$ cat src/rtl/repairclk_pattern_detector_if.sv
// Bus bundle for the RepairCLK receive-side pattern detector.
// Optional macro REPAIRCLK_DET_ERRCNT_EN adds the mismatch counter output.
interface repairclk_pattern_detector_if;
  logic       i_detect_en;
  logic       i_clear_log;
  logic       i_rckp;
  logic       i_rckn;
  logic       i_rtrk;
  logic [2:0] o_logged_results;
  logic       o_result_valid;
`ifdef REPAIRCLK_DET_ERRCNT_EN
  logic [7:0] o_mismatch_cnt;
`endif

  modport slave (
    input  i_detect_en, i_clear_log, i_rckp, i_rckn, i_rtrk,
    output o_logged_results, o_result_valid
`ifdef REPAIRCLK_DET_ERRCNT_EN
    , output o_mismatch_cnt
`endif
  );

  modport master (
    output i_detect_en, i_clear_log, i_rckp, i_rckn, i_rtrk,
    input  o_logged_results, o_result_valid
`ifdef REPAIRCLK_DET_ERRCNT_EN
    , input o_mismatch_cnt
`endif
  );
endinterface

$ cat src/rtl/repairclk_pattern_detector.sv
// MBINIT.RepairCLK receive-side clock repair pattern detector: three lane FSMs with sticky pass bits.
// Define REPAIRCLK_DET_ERRCNT_EN to add the saturating cross-lane mismatch counter.
module repairclk_pattern_detector #(
  parameter int TGL_UI      = 32,
  parameter int LOW_UI      = 16,
  parameter int ITER_THRESH = 16
) (
  input logic                       i_clk,
  input logic                       i_rst,
  repairclk_pattern_detector_if.slave bus
);

  localparam int PMAX = (TGL_UI > LOW_UI) ? TGL_UI : LOW_UI;
  localparam int PW   = (PMAX > 1) ? $clog2(PMAX) : 1;
  localparam int CW   = $clog2(ITER_THRESH + 1);
  localparam logic [PW-1:0] TGL_LAST = PW'(TGL_UI - 1);
  localparam logic [PW-1:0] LOW_LAST = PW'(LOW_UI - 1);
  localparam logic [CW-1:0] THRESH   = CW'(ITER_THRESH);

  typedef enum logic [1:0] {HUNT, TGL, LOW} state_e;

  state_e        state_q [3];
  state_e        state_d [3];
  logic [PW-1:0] pos_q   [3];
  logic [PW-1:0] pos_d   [3];
  logic [CW-1:0] cnt_q   [3];
  logic [CW-1:0] cnt_d   [3];
  logic [2:0]    pass_q, pass_d;
  logic [2:0]    smp;
  logic          det_q, det_d;
  logic          valid_q, valid_d;
  logic          idle;
`ifdef REPAIRCLK_DET_ERRCNT_EN
  logic [2:0]    mm;
  logic [8:0]    mm_sum;
  logic [7:0]    mm_cnt_q, mm_cnt_d;
`endif

  assign smp  = {bus.i_rtrk, bus.i_rckn, bus.i_rckp};
  assign idle = bus.i_clear_log || !bus.i_detect_en;

  // Per-lane tracker: position p is the index of the next expected sample.
  always_comb begin
    for (int l = 0; l < 3; l++) begin
      state_d[l] = state_q[l];
      pos_d[l]   = pos_q[l];
      cnt_d[l]   = cnt_q[l];
`ifdef REPAIRCLK_DET_ERRCNT_EN
      mm[l]      = 1'b0;
`endif
      if (idle) begin
        state_d[l] = HUNT;
        pos_d[l]   = '0;
        cnt_d[l]   = '0;
      end else begin
        case (state_q[l])
          HUNT: begin
            if (smp[l]) begin
              state_d[l] = TGL;
              pos_d[l]   = PW'(1);
            end
          end
          TGL: begin
            if (smp[l] == ~pos_q[l][0]) begin
              if (pos_q[l] == TGL_LAST) begin
                state_d[l] = LOW;
                pos_d[l]   = '0;
              end else begin
                pos_d[l] = pos_q[l] + PW'(1);
              end
            end else begin
              state_d[l] = HUNT;
              pos_d[l]   = '0;
              cnt_d[l]   = '0;
`ifdef REPAIRCLK_DET_ERRCNT_EN
              mm[l]      = 1'b1;
`endif
            end
          end
          LOW: begin
            if (!smp[l]) begin
              if (pos_q[l] == LOW_LAST) begin
                state_d[l] = TGL;
                pos_d[l]   = '0;
                cnt_d[l]   = (cnt_q[l] == THRESH) ? cnt_q[l] : cnt_q[l] + CW'(1);
              end else begin
                pos_d[l] = pos_q[l] + PW'(1);
              end
            end else begin
              // Early 1 is treated as the start of a new iteration.
              state_d[l] = TGL;
              pos_d[l]   = PW'(1);
              cnt_d[l]   = '0;
`ifdef REPAIRCLK_DET_ERRCNT_EN
              mm[l]      = 1'b1;
`endif
            end
          end
          default: begin
            state_d[l] = HUNT;
            pos_d[l]   = '0;
            cnt_d[l]   = '0;
          end
        endcase
      end
      pass_d[l] = bus.i_clear_log ? 1'b0 : (pass_q[l] || (cnt_d[l] == THRESH));
    end
  end

  always_comb begin
    det_d   = bus.i_detect_en;
    valid_d = valid_q;
    if (bus.i_clear_log) begin
      valid_d = 1'b0;
    end else if (det_q && !bus.i_detect_en) begin
      valid_d = 1'b1;
    end else if (!det_q && bus.i_detect_en) begin
      valid_d = 1'b0;
    end
  end

`ifdef REPAIRCLK_DET_ERRCNT_EN
  always_comb begin
    mm_sum   = 9'(mm_cnt_q) + 9'(mm[0]) + 9'(mm[1]) + 9'(mm[2]);
    mm_cnt_d = bus.i_clear_log ? 8'h00 : ((mm_sum > 9'd255) ? 8'hFF : mm_sum[7:0]);
  end
`endif

  always_ff @(posedge i_clk) begin
    if (i_rst) begin
      for (int l = 0; l < 3; l++) begin
        state_q[l] <= HUNT;
        pos_q[l]   <= '0;
        cnt_q[l]   <= '0;
      end
      pass_q   <= '0;
      det_q    <= 1'b0;
      valid_q  <= 1'b0;
`ifdef REPAIRCLK_DET_ERRCNT_EN
      mm_cnt_q <= '0;
`endif
    end else begin
      for (int l = 0; l < 3; l++) begin
        state_q[l] <= state_d[l];
        pos_q[l]   <= pos_d[l];
        cnt_q[l]   <= cnt_d[l];
      end
      pass_q   <= pass_d;
      det_q    <= det_d;
      valid_q  <= valid_d;
`ifdef REPAIRCLK_DET_ERRCNT_EN
      mm_cnt_q <= mm_cnt_d;
`endif
    end
  end

  assign bus.o_logged_results = pass_q;
  assign bus.o_result_valid   = valid_q;
`ifdef REPAIRCLK_DET_ERRCNT_EN
  assign bus.o_mismatch_cnt   = mm_cnt_q;
`endif

endmodule

$ cat src/flat_wrapper.sv
// flat-port wrapper written by rule: the top's interface ports become plain ports
module repairclk_pattern_detector_flat 
#(
  parameter int TGL_UI      = 32,
  parameter int LOW_UI      = 16,
  parameter int ITER_THRESH = 16
)
  (i_clk, i_rst, bus_i_detect_en, bus_i_clear_log, bus_i_rckp, bus_i_rckn, bus_i_rtrk, bus_o_logged_results, bus_o_result_valid);
  repairclk_pattern_detector_if bus_i ();
  input logic i_clk;
  input logic i_rst;
  input wire logic [$bits(bus_i.i_detect_en)-1:0] bus_i_detect_en;
  input wire logic [$bits(bus_i.i_clear_log)-1:0] bus_i_clear_log;
  input wire logic [$bits(bus_i.i_rckp)-1:0] bus_i_rckp;
  input wire logic [$bits(bus_i.i_rckn)-1:0] bus_i_rckn;
  input wire logic [$bits(bus_i.i_rtrk)-1:0] bus_i_rtrk;
  output wire logic [$bits(bus_i.o_logged_results)-1:0] bus_o_logged_results;
  output wire logic [$bits(bus_i.o_result_valid)-1:0] bus_o_result_valid;
  assign bus_i.i_detect_en = bus_i_detect_en;
  assign bus_i.i_clear_log = bus_i_clear_log;
  assign bus_i.i_rckp = bus_i_rckp;
  assign bus_i.i_rckn = bus_i_rckn;
  assign bus_i.i_rtrk = bus_i_rtrk;
  assign bus_o_logged_results = bus_i.o_logged_results;
  assign bus_o_result_valid = bus_i.o_result_valid;
  repairclk_pattern_detector #(.TGL_UI(TGL_UI), .LOW_UI(LOW_UI), .ITER_THRESH(ITER_THRESH)) u_core (.i_clk(i_clk), .i_rst(i_rst), .bus(bus_i));
endmodule
$ cat config.mk
export PLATFORM = sky130hd
export DESIGN_NAME = repairclk_pattern_detector_flat
export DESIGN_NICKNAME = d
export VERILOG_FILES = /design/src/rtl/repairclk_pattern_detector_if.sv /design/src/rtl/repairclk_pattern_detector.sv /design/src/flat_wrapper.sv
export SDC_FILE = /design/constraint.sdc
export NUM_CORES = 1
export LEC_CHECK = 0
export BUFFER_PORTS_ARGS = -buffer_cell sky130_fd_sc_hd__buf_2
export CELL_PAD_IN_SITES_DETAIL_PLACEMENT = 0
export CELL_PAD_IN_SITES_GLOBAL_PLACEMENT = 1
export CORE_UTILIZATION = 42
export DETAILED_ROUTE_END_ITERATION = 10
export PLACE_DENSITY = 0.84
export SYNTH_ARGS = -nofsm -noshare
export SYNTH_HDL_FRONTEND = slang
export SYNTH_SLANG_ARGS = --single-unit
export TNS_END_PERCENT = 5
$ cat constraint.sdc
create_clock -name i_clk -period 2.05 [get_ports i_clk]
set_input_delay 0.41 -clock i_clk [delete_from_list [all_inputs] [get_ports i_clk]]
set_output_delay 0.41 -clock i_clk [all_outputs]
set_load 0.01 [all_outputs]
## Word level (Yosys, flattened, before mapping)

Memory sizes are Yosys's and may differ from the RTL's.
Index checks and enable logic that the tools add are counted.

- Reductions and logical operators: 13
- Bitwise operators: 12
- $add $sub $neg: 6
- Equality and inequality tests: 21
- Multiplexer cells: 74

Operators by type and width:

| operator | count |
|---|---|
| $mux W5 | 39 |
| $pmux W5 S3 | 6 |
| $eq A5 B5 Y1 const B | 9 |
| $mux W2 | 21 |
| $add A5 B1 Y5 const B | 6 |
| $pmux W2 S3 | 3 |
| $eq A5 B4 Y1 const B | 3 |
| $or A1 B1 Y1 | 9 |
| $eq A2 B1 Y1 const B | 3 |
| $eq A2 B2 Y1 const B | 3 |
| $logic_not A2 Y1 | 3 |
| $mux W1 | 5 |
| $logic_or A1 B1 Y1 | 4 |
| $eq A1 B1 Y1 | 3 |
| $not A1 Y1 | 3 |
| $logic_and A1 B1 Y1 | 2 |
| $logic_not A1 Y1 | 2 |
| $reduce_bool A2 Y1 | 1 |
| $reduce_or A2 Y1 | 1 |

- Register bits: 5
- Bits of input ports: 7
- Logic and storage cells: 132
- Memory bits (writable): 36
- Output and inout port bits: 4
- Memories kept: 3

Memory list:

| name | words | bits a word | rd ports | clocked after Yosys merged registers in | wr ports | RTL line | text |
|---|---|---|---|---|---|---|---|
| u_core.cnt_q | 3 | 5 | 3 | 0 | 3 | repairclk_pattern_detector.sv:26 | `logic [CW-1:0] cnt_q [3];` |
| u_core.pos_q | 3 | 5 | 3 | 0 | 3 | repairclk_pattern_detector.sv:24 | `logic [PW-1:0] pos_q [3];` |
| u_core.state_q | 3 | 2 | 3 | 0 | 3 | repairclk_pattern_detector.sv:22 | `state_e state_q [3];` |

## Depth between registers and ports, before layout

- Word-level depth: 8
- Gate-level depth with buffers: 9
- Mapped depth without buffers: 8

## Worst setup path after synthesis

Ideal clock, no wire load.

- Path kind: reg-to-reg
- From: memory u_core.pos_q[0][0] in the netlist's numbering
- To: register u_core.pass_q[0], in the netlist u_core.bus.o_logged_results[0]
- Clock period less this slack: 2.115 ns
- Path slack: -0.065 ns
- Cell stages (with the launch flop): 9
- Buffers on the path: 1
- Data required time: 1.990 ns
- Arrival time: 2.055 ns
- Library setup time: 0.060 ns
- Cell sequence: dfxtp_1 ha_1 and3_1 ha_1 clkbuf_1 nand2_1 or4_4 a21oi_2 a32o_1

RTL lines:

| element | RTL line | text |
|---|---|---|
| start: declaration | repairclk_pattern_detector.sv:24 |  |
| end signal: assignment | repairclk_pattern_detector.sv:148 | `pass_q <= pass_d;` |
| end: declaration | repairclk_pattern_detector.sv:28 | `logic [2:0] pass_q, pass_d;` |

==> out/qor.yml <==
run_status:
  status: "finished clean"
grt:
  grt_pass1_wl_um: 9600
  grtUsageTotal: 0.189
  first_global_vias: 2158
  antenna_found_initial: 0
  overflow: 0
  grt_max_degree: 19
synth:
  synth-seq-cells: 41
  ys.flop_type: "dfxtp_1"
  syn_area_mm2: 0.00258
  synth_edf_count: 0
  synth_cells: 328
  avgSynthCellArea_um2: 7.86
  synth_nets: 356
  yosysUniqueCellTypes: 58
  ys_seq_area_frac: 0.318
  ys_warn_count: 0
  async_flop_share: 0
sta:
  slew_viol_final: 0
  tightest_slew_ns: 0.508
  fmax_mhz: 516
  skew_ns: 0.00741
  maxSlewHeadroom: 0.656
  hold_viol: 0
  rsz0062_at_grt: "yes"
  fin_crit_ns: 1.94
  setup_ws_ns: 0.111
  finalSetupViolCount: 0
  whs_ns: 0.346
  min_period_over_period: 0.946
critical_path:
  critPathMaxStageDelay_ns: 0.33
  startpoint: "u_core.pos_q[0][10]"
  crit_end: "u_core.bus.o_logged_results[2]"
  crit_arrival_ns: 2.14
  reg2reg_slack_ns: 0.11
  cp-end-kind: "register"
  reg2reg_from: "u_core.pos_q[0][10]"
  crit_chain: "ha_2, and3_4, ha_2, and4_1, o211ai_1, nor3b_2, nand3_1, o31ai_1"
  r2r_cells: 8
  crit_path_max_fanout: 5
  worst-setup-path-type: "reg -> reg"
  required_ns: 2.25
  start_kind: "register"
  critPathSlowestCell: "dfxtp_1"
  cp_common_cell: "ha_2"
  r2r_end: "u_core.bus.o_logged_results[2]"
power_and_ir_drop:
  p_leak_uw: 0.00114
  combPwrFrac: 0.084
  p_switching_uw: 347
  power_density_mw_per_mm2: 476
  intPower_uw: 1070
  ir_worst_vdd_v: 0.000188
  clock_power_share: 0.349
  seq_power_share: 0.567
  swShare: 0.244
floorplan:
  core_mm2: 0.00592
  num_rows: 28
  fp.dieW_um: 80.3
  die_y_um: 80.3
  die-area_mm2: 0.00645
  start_util: 0.435
  io_pins: 11
placement:
  gp_congestion: 0.848
  post-place-ws_ns: -0.0771
  dp_hpwl_um: 4190
  place_inst: 425
  port_buffers: 10
layout:
  layout_common_cells: "41 x dfxtp_1, 37 x nor2_1, 26 x inv_1, 26 x buf_4, 25 x nand2_1"
  nets: 385
  layout_commonest_cell: "dfxtp_1"
  area_delta_synth_final_pct: 15.5
  n_antenna_cell: 0
  layout.cells.non_filler: 431
  post-route-util: 0.503
  fill_cells: 581
  layout-drive-gt1-share: 0.166
clock_tree:
  cts_setup_buffers: 0
  clockRootBuffer: "clkbuf_8"
  cts_inserted_buffers: 5
  path_clk_slew_ns: 0.08
  clock_path_buffers: 2
  insertion_delay_ns: 0.29
  ctsHtreeMaxLevel: 2
  cts_num_sinks: 41
  cts_hold_buf: 0
  cts_tree: "done"
drt:
  vias: 2394
  drtPass1Iterations: 4
  drcViolationCount: 0
  vias_per_cell: 5.55
  wl_per_cell_um: 13.2
  drt_iter0_drc: 74
  ant_nets: 0
  wirelength_um: 5710
job:
  drv_cap: 0
min_path:
  holdCritPathClass: "in -> reg"
==> how the worst min path moves through the flow <==
stage	from	end	slack (ns)	cells past startpoint
after CTS	i_rst	u_core.det_q	0.34	2
after global routing	i_rst	u_core.cnt_q[0][10]	0.37	2
final	i_rst	u_core.det_q	0.35	2
after global placement	u_core.bus.o_logged_results[0]	u_core.bus.o_logged_results[0]	0.45	1
after floorplan	u_core.cnt_q[0][9]	u_core.cnt_q[0][9]	0.45	1
after detailed placement	u_core.bus.o_logged_results[2]	u_core.bus.o_logged_results[2]	0.46	2
==> sequential cells by signal, summed over array words and instances, names as in the netlist <==
register,count
u_core.bus.o_result_valid,1
u_core.state_q,6
u_core.bus.o_logged_results,3
u_core.det_q,1
u_core.pos_q,15
u_core.cnt_q,15
==> repair_timing <==
| action | 4_1_cts | 5_1_grt |
|---|---|---|
| pin swaps | 0 | 1 |
| setup endpoints to repair | 2 | 5 |
| gates resized for setup | 3 | 8 |
==> cell families after synthesis <==
family / share of synthesized area
xor+xnor: 0.0136
buf+inv: 0.0612
simple gates: 0.263
fa+ha+maj: 0.102
flops: 0.318
compound gates: 0.238
mux: 0.00388
==> power by group through the flow <==
| stage | Combinational, µW | Clock [µW] | Sequential, µW |
|---|---|---|---|
| floorplan | 73.9 | 0 | 825 |
| global placement | 117 | 0 | 822 |
| detailed placement | 117 | 0 | 823 |
| CTS | 118 | 512 | 804 |
| global route | 133 | 547 | 804 |
| finish | 119 | 496 | 804 |
==> through the flow <==
stage | instance area [µm²] | power (µW) | setup TNS [ns]
4_1_cts | 2940 | 1430 | 0
5_1_grt | 2980 | 1480 | -0.00624
2_1_floorplan | 2580 | 898 | 0
3_5_place_dp | 2860 | 939 | -0.0771
6_report | 2980 | 1420 | 0
3_3_place_gp | 2860 | 939 | 0
==> routing by layer <==
layer / routed length, µm / up-vias / track usage
met2: 2740 / 33 / 0.317
met3: 152 / 5 / 0.0307
met1: 2750 / 1123 / 0.246
met4: 65 / 0 / 0.0643
li1: - / 1233 / -
met5: 0 / - / 0
==> synthesized netlist by cell type, types with 4 or more instances <==
master | instances | area share
a211oi_1 | 4 | 0.012
a21oi_1 | 23 | 0.045
nand2_1 | 25 | 0.036
o22ai_1 | 5 | 0.012
nor4_1 | 4 | 0.0097
nor2b_1 | 6 | 0.015
a21o_1 | 6 | 0.017
nand4_1 | 4 | 0.0097
clkbuf_1 | 9 | 0.013
inv_1 | 26 | 0.038
nor3b_1 | 5 | 0.015
ha_1 | 21 | 0.10
nor3_1 | 9 | 0.017
nor2_1 | 37 | 0.054
and2_1 | 4 | 0.0097
nand3_1 | 9 | 0.017
o21ai_0 | 21 | 0.041
dfxtp_1 | 41 | 0.32
==> area by class of cell <==
cell class	instances	area (µm²)	area share
clock buffer	5	68.8	0.0231
clock inverter	1	5.00	0.00168
inverter	26	97.6	0.0328
multi-input combinational	247	1650	0.553
sequential	41	821	0.276
tap	75	93.8	0.0315
timing repair buffer	36	245	0.0824
==> critical path: cells and delay by family (launching register included) <==
kind	cells	cell delay, ns
and+or+nand+nor	4	0.72
adders and majority gates	2	0.42
AOI/OAI and AO/OA	2	0.38
DFF	1	0.33
(Power assumes the default switching activity.)
